$ cat config.mk
export PLATFORM = sky130hd
export DESIGN_NAME = y_reduce_vec4
export DESIGN_NICKNAME = d
export VERILOG_FILES = /design/src/rtl/y_reduce_vec4.sv
export SDC_FILE = /design/constraint.sdc
export NUM_CORES = 2
export LEC_CHECK = 0
export ABC_CLOCK_PERIOD_IN_PS = 16000
export CAP_MARGIN = 0
export CELL_PAD_IN_SITES_DETAIL_PLACEMENT = 0
export CELL_PAD_IN_SITES_GLOBAL_PLACEMENT = 1
export CORE_ASPECT_RATIO = 1.75
export CORE_UTILIZATION = 55
export CTS_CLUSTER_SIZE = 14
export DETAILED_ROUTE_END_ITERATION = 12
export PLACE_DENSITY = 0.9
export SYNTH_ARGS = -nofsm -noshare
export SYNTH_HDL_FRONTEND = slang
export SYNTH_SLANG_ARGS = --single-unit
$ cat constraint.sdc
create_clock -name clk -period 16 [get_ports clk]
set_input_delay 2.4 -clock clk [delete_from_list [all_inputs] [get_ports clk]]
set_output_delay 2.4 -clock clk [all_outputs]
set_load 0.02 [all_outputs]
$ cat src/rtl/y_reduce_vec4.sv
// y_reduce_vec4: per-row dot-product reduction of 4-lane Q8.8 state/coefficient tiles.
// Two stages: P1 registers the lane products, P2 accumulates them and closes the row on the
// last tile with a saturated Q8.8 result held behind a valid/ready handshake.
// Optional build macro Y_REDUCE_ROUND_EN selects round-half-up instead of truncation.
// Reset rst_n is asynchronous and active-high.
module y_reduce_vec4 #(
    parameter int TILE_SIZE     = 4,
    parameter int W             = 16,
    parameter int ACC_W         = 40,
    parameter int TILES_PER_ROW = 4
) (
    input  logic                           clk,
    input  logic                           rst_n,
    input  logic                           in_valid,
    output logic                           in_ready,
    input  logic [TILE_SIZE-1:0][W-1:0]    s_vec,
    input  logic [TILE_SIZE-1:0][W-1:0]    c_vec,
    input  logic                           in_last,
    output logic                           out_valid,
    input  logic                           out_ready,
    output logic [W-1:0]                   y,
    output logic                           sat_flag,
    output logic                           len_err
);

    localparam int PW    = 2 * W;
    localparam int CNT_W = (TILES_PER_ROW > 1) ? $clog2(TILES_PER_ROW) : 1;
    localparam logic [CNT_W-1:0] CNT_MAX = CNT_W'(TILES_PER_ROW - 1);

    // Q8.8 clamp limits expressed at accumulator width
    localparam logic signed [ACC_W-1:0] Y_MAX = $signed({{(ACC_W-W+1){1'b0}}, {(W-1){1'b1}}});
    localparam logic signed [ACC_W-1:0] Y_MIN = $signed({{(ACC_W-W+1){1'b1}}, {(W-1){1'b0}}});

    logic [TILE_SIZE-1:0][PW-1:0] prod;
    logic [TILE_SIZE-1:0][PW-1:0] p1_prod;
    logic                         p1_valid;
    logic                         p1_last;
    logic signed [ACC_W-1:0]      acc_q;
    logic signed [ACC_W-1:0]      sum;
    logic signed [ACC_W-1:0]      acc_next;
    logic signed [ACC_W-1:0]      pre_shift;
    logic signed [ACC_W-1:0]      shifted;
    logic [W-1:0]                 y_sat;
    logic                         sat_hit;
    logic [CNT_W-1:0]             cnt_q;
    logic                         accept;
    logic                         row_done;

    assign row_done = p1_valid && p1_last;
    // A closing row in flight or a pending result blocks new tiles: one result outstanding.
    assign in_ready = !out_valid && !row_done;
    assign accept   = in_valid && in_ready;

    // Lane products, Q16.16
    always_comb begin
        for (int i = 0; i < TILE_SIZE; i++) begin
            prod[i] = PW'($signed(s_vec[i]) * $signed(c_vec[i]));
        end
    end

    // Sum of registered products, accumulation and saturating Q8.8 conversion
    always_comb begin
        sum = '0;
        for (int i = 0; i < TILE_SIZE; i++) begin
            sum = sum + $signed({{(ACC_W-PW){p1_prod[i][PW-1]}}, p1_prod[i]});
        end
        acc_next = acc_q + sum;
`ifdef Y_REDUCE_ROUND_EN
        pre_shift = acc_next + ACC_W'(128);
`else
        pre_shift = acc_next;
`endif
        shifted = pre_shift >>> 8;
        sat_hit = 1'b0;
        if (shifted > Y_MAX) begin
            y_sat   = {1'b0, {(W-1){1'b1}}};
            sat_hit = 1'b1;
        end else if (shifted < Y_MIN) begin
            y_sat   = {1'b1, {(W-1){1'b0}}};
            sat_hit = 1'b1;
        end else begin
            y_sat = shifted[W-1:0];
        end
    end

    // Stage P1: capture products and row framing of each accepted tile
    always_ff @(posedge clk or posedge rst_n) begin
        if (rst_n) begin
            p1_prod  <= '0;
            p1_valid <= 1'b0;
            p1_last  <= 1'b0;
        end else begin
            p1_valid <= accept;
            if (accept) begin
                p1_prod <= prod;
                p1_last <= in_last;
            end
        end
    end

    // Stage P2: accumulate, close the row into y, and run the output handshake
    always_ff @(posedge clk or posedge rst_n) begin
        if (rst_n) begin
            acc_q     <= '0;
            out_valid <= 1'b0;
            y         <= '0;
            sat_flag  <= 1'b0;
        end else begin
            if (p1_valid) begin
                acc_q <= p1_last ? '0 : acc_next;
            end
            if (row_done) begin
                out_valid <= 1'b1;
                y         <= y_sat;
                if (sat_hit) begin
                    sat_flag <= 1'b1;
                end
            end else if (out_valid && out_ready) begin
                out_valid <= 1'b0;
            end
        end
    end

    // Tile counter for row-length checking; the row always closes on in_last
    always_ff @(posedge clk or posedge rst_n) begin
        if (rst_n) begin
            cnt_q   <= '0;
            len_err <= 1'b0;
        end else if (accept) begin
            if (in_last) begin
                cnt_q <= '0;
                if (cnt_q != CNT_MAX) begin
                    len_err <= 1'b1;
                end
            end else if (cnt_q == CNT_MAX) begin
                len_err <= 1'b1;
            end else begin
                cnt_q <= cnt_q + 1'b1;
            end
        end
    end

endmodule

### Word level (Yosys, flattened, before mapping)

Index checks and enable logic that the tools add are counted.

* bits in registers: 191
* input bits: 133
* output and inout bits: 20
* logic and storage cells: 50

* $add $sub $neg: 5
* $mul: 4
* $lt $le $gt $ge: 2
* equality and inequality tests: 4
* muxes and demuxes: 12
* reduce and logical (&&, ||, !) cells: 11

Operator list (number)
* multiplier 16 x 16 -> 32 bit: 4
* adder 40 x 35 -> 40 bit: 1
* two-way mux 40 bit: 1
* adder 34 x 32 -> 35 bit: 1
* adder 33 x 32 -> 34 bit: 1
* adder 32 x 32 -> 33 bit: 1
* greater-than comparator 32 x 16 -> 1 bit (second input constant): 1
* < comparator 32 x 16 -> 1 bit (second input constant): 1
* two-way mux 16 bit: 2
* two-way mux 1 bit: 7
* logical AND 1 bit: 4
* two-way mux 2 bit: 2
* != test 2 bit (second input constant): 2
* AND reduction 2 bit: 2
* nonzero test 2 bit: 2
* AND reduction 3 bit: 1
* adder 2 x 1 -> 2 bit (second input constant): 1
* equality test 2 bit (second input constant): 1
* logical NOT 1 bit: 2
* != test 2 x 1 -> 1 bit (second input constant): 1

### Longest topological paths before layout

* word-level depth: 8
* gate-level depth with buffers: 27
* depth with buffers taken out: 26

### Worst setup path after synthesis

No wires, ideal clock.

* path type: in2reg
* from: input port s_vec[58] (netlist name)
* to: register p1_prod[127] (netlist name)
* library setup time: 133 ps
* arrival: 8341 ps
* data required time: 15867 ps
* path slack: 7526 ps
* cell stages on the path: 23
* path buffers: 1
* cell sequence: clkbuf_1 nand2_1 fa_1 inv_1 fa_1 inv_1 fa_1 fa_1 inv_1 fa_1 inv_1 fa_1 inv_1 ha_1 nand2_1 o41ai_1 a21oi_1 o311ai_0 nand4_1 a21boi_0 o41ai_1 xnor2_1 o21ai_0

* cells in the longest elaborated chain, start to end: 1

RTL lines
* start: declaration: line 16 `input logic [TILE_SIZE-1:0][W-1:0] s_vec,`
* multiplier 16 x 16 -> 32 bit: line 57 `prod[i] = PW'($signed(s_vec[i]) * $signed(c_vec[i]));`
* end signal: assignment: line 95 `p1_prod <= prod;`
* end: declaration: line 35 `logic [TILE_SIZE-1:0][PW-1:0] p1_prod;`

Every way passes these cells.
A chain may end at the register's enable or synchronous reset.

### Worst setup path after layout

* from: input port c_vec[33] (netlist name)
* to: register p1_prod[95] (netlist name)

* cells in the longest elaborated chain, start to end: 1

RTL lines
* start: declaration: line 17 `input logic [TILE_SIZE-1:0][W-1:0] c_vec,`
* multiplier 16 x 16 -> 32 bit: line 57

Every way passes these cells.

==> run metrics <==
core area 91,600 µm²; final estimated routing congestion in global placement 0.9335; Placed Cells 6,771; post-synth cell types 76; Final min period 9352 ps; Post-Synth XOR/XNOR Area 0.02961; RSZ-0062 raised after global routing false; final non-filler cell total 6,802; Initial Util 0.5555; CTS resizes 0; flops & latches, synth 191; Period Utilization, post-route 0.5845; Final HPWL DP 111.2 mm; CP Launch Type input pin; beginning of the critical path c_vec[33]; share of layout cells above drive strength 1 0.01373; post-synthesis simple-gate area fraction 0.1401; relative slew slack 0.2895; initial drt markers 1,753; CTS tree done; vias in the first global route 42,020; DR DRC count 0; crit path to p1_prod[95]$_DFFE_PP0P_; fin area 53,920 µm²; initial antenna violation count 0; Final nets 7,253; global-route usage over all layers 0.2998; slowest stage cell on the critical path clkdlybuf4s50_1; via count 36,960; via-per-instance ratio 5.433; fill count 8,189; setup tns final 0 ps; CP endpoint kind flip-flop; required time worst endpoint 16,310 ps; Top cell by count, worst path fa_1; Yosys top cell by area fa_1; Compound-Gate Fraction of Synth Area 0.06910; Port Buf Inserts 152; hold_ws 485.2 ps; storage element area 4780 µm²; Die Y 404.3 µm; Post-synth ARST share 1.000; GRT overflow 0; num rows 147; first-pass GRT wire length 215.3 mm; multiplexer share of the synthesized area 0.0005902; full die area 93,770 µm²; Layout area overhead 5.978%; Hold Violations, Final 0; reg2reg path depth 19; main flop type after synthesis dfrtp_1; CTS sink count 191; DRT Wirelength 132.2 mm; Die Wd 231.9 µm; adder and majority cell fraction of the synthesized area 0.5441; Synth Net Count 7,245; hold depth 2; area of the multi-input gates 39,870 µm²; post-CTS setup repair buffer count 0; Fin Clk Skew 14.70 ps; Worst R2R End y[15]$_DFFE_PP0P_; CTS max path bufs 2; final max-slew violation count 0; setup violators final 0; Antenna Cells 0; FMAX 106.9 MHz; Mean Syn Cell Area 9.102 µm²; Hold Crit Class flip-flop to flip-flop; largest net degree at the start of global routing 102; EDFF count, synth 0; total CTS buffers 17; dpl cell area 53,350 µm²; Seq/Total Area, Yosys 0.09394; Worst Path Arrival 9670 ps; clock slew at reported path FFs 80 ps; Max FO, Critical Path 16; Post-Syn Area 50,880 µm²; Critical Setup Path Class input pin to flip-flop; Routed Antenna Nets 0; synth top area cells fa_1, inv_1, dfrtp_1; cells after synthesis 5,590; Clock Latency Late Sink 470 ps; synth warn 0; clk root buf clkbuf_16; Max-Cap Viols 0; DR WL/cell 19.44 µm; max incr delay on CP 980 ps; worst-margin pin slew 1039 ps; largest family of logic cells by synthesized area adder cells; status finished clean; share of Yosys cell area claimed by the top area cell type 0.4529; drt pass-1 iters 5; I/O pins 153; hold bufs inserted after CTS 0; worst r2r src p1_prod[1]$_DFFE_PP0P_; setup slack, reg-to-reg 9300 ps; CTS H-tree depth 4
-- layout by cell type, fill, tap and decap left out, types with 6 or more instances in the layout --
cell type        Yosys  routed
a211o_1              8       8
nor3_1              33      33
o21a_1              10      10
a21o_1              54      54
and3_1              15      15
nand2_1            794     793
nand3_1             46      46
or2_2                7       7
buf_4                0      21
or3_1                9       9
o41ai_1              6       6
nand4_1             11      11
nor2_1              81      81
nand3b_1            11      11
dfrtp_1            191     191
a211oi_1            15      15
nand2b_1            73      72
fa_1              1151    1151
a21oi_1            126     126
o31ai_1              7       7
clkbuf_16            0      17
a31oi_1             12      12
o21bai_1            37      37
xor2_1              55      55
o21ai_0            173     173
inv_1             1469    1468
o22ai_1             34      34
a22oi_1             10      10
nor2b_1              7       7
xnor2_1            117     117
clkdlybuf4s50_1      0     152
ha_1               371     371
o211ai_1            11      11
and2_1             389     389
-- worst min path at each step --
stage,end,startpoint,slack [ps]
after floorplan,p1_prod[96]$_DFFE_PP0P_,p1_prod[96]$_DFFE_PP0P_,450
final,p1_prod[74]$_DFFE_PP0P_,p1_prod[74]$_DFFE_PP0P_,490
after global routing,p1_prod[89]$_DFFE_PP0P_,p1_prod[89]$_DFFE_PP0P_,510
after global placement,p1_prod[42]$_DFFE_PP0P_,p1_prod[42]$_DFFE_PP0P_,460
after detailed placement,p1_prod[74]$_DFFE_PP0P_,p1_prod[74]$_DFFE_PP0P_,470
after CTS,p1_prod[74]$_DFFE_PP0P_,p1_prod[74]$_DFFE_PP0P_,490
-- flip-flops by register name, indices dropped and copies added (netlist names) --
| signal | count |
|---|---|
| p1_valid | 1 |
| len_err | 1 |
| out_valid | 1 |
| sat_flag | 1 |
| acc_q | 40 |
| y | 16 |
| p1_last | 1 |
| p1_prod | 128 |
| cnt_q | 2 |
-- through the flow --
stage / worst slack [ps] / util
2_1_floorplan: 7526 / -
3_3_place_gp: 6331 / 0.5825
3_5_place_dp: 6243 / 0.5825
4_1_cts: 6703 / 0.5887
5_1_grt: 6156 / 0.5887
6_report: 6648 / 0.5887
-- metal layers --
metal	track usage	vias to the layer above	part of all wire
li1	-	16500	-
met1	0.3053	18990	0.33
met2	0.5825	1041	0.57
met3	0.02241	427	0.034
met4	0.1833	0	0.069
met5	0	-	0
-- worst max-delay path: cells and delay by family --
kind	cells	cell delay (ps)
buffers and inverters	6	1240
XOR/XNOR	1	170
AO/OA/AOI/OAI	7	1480
AND/OR/NAND/NOR	5	1020
adder cells (fa/ha/maj)	7	3370
-- logic make-up (layout without fill, tap and decap cells) --
kind of cell,after synthesis,count (layout)
DFF,191,191
muxes,3,3
and+or+nand+nor,1495,1495
adders and majority gates,1522,1522
AOI/OAI and AO/OA,553,553
xor gates and xnor gates,172,172
buffers and inverters,1654,1674
-- cell usage after synthesis (3+ instances only) --
| cell | number |
|---|---|
| nand3b_1 | 11 |
| and3_1 | 15 |
| nand3_1 | 46 |
| o22ai_1 | 34 |
| o41ai_1 | 6 |
| a2111oi_0 | 4 |
| a21oi_1 | 126 |
| o21a_1 | 10 |
| nor3_1 | 33 |
| o31ai_1 | 7 |
| a31oi_1 | 12 |
| or2_2 | 7 |
| ha_1 | 371 |
| o311ai_0 | 5 |
| a311oi_1 | 4 |
| inv_1 | 1469 |
| nor4_1 | 3 |
| a41oi_1 | 3 |
| or3_1 | 9 |
| dfrtp_1 | 191 |
| o2111ai_1 | 4 |
| nand4_1 | 11 |
| a211oi_1 | 15 |
| a21o_1 | 54 |
| o211ai_1 | 11 |
| a22oi_1 | 10 |
| clkbuf_1 | 177 |
| nand4b_1 | 4 |
| and2_1 | 389 |
| nor2_1 | 81 |
| xnor2_1 | 117 |
| a211o_1 | 8 |
| nand2b_1 | 73 |
| and4_1 | 3 |
| o21ai_0 | 173 |
| fa_1 | 1151 |
| nor2b_1 | 7 |
| mux2i_1 | 3 |
| buf_6 | 3 |
| o21bai_1 | 37 |
| or4_1 | 4 |
| nand2_1 | 794 |
| xor2_1 | 55 |
-- cell type report --
class | instances | share of cell area
multi-input combinational | 3745 | 0.7395
inverter | 1470 | 0.1025
sequential | 191 | 0.08864
timing repair buffer | 173 | 0.03114
tap | 1192 | 0.02766
clock buffer | 17 | 0.007890
clock inverter | 14 | 0.002669
Power is left out: the tool's default activity adds up to more than one toggle a clock period on the data nets, which glitch-free logic cannot reach.
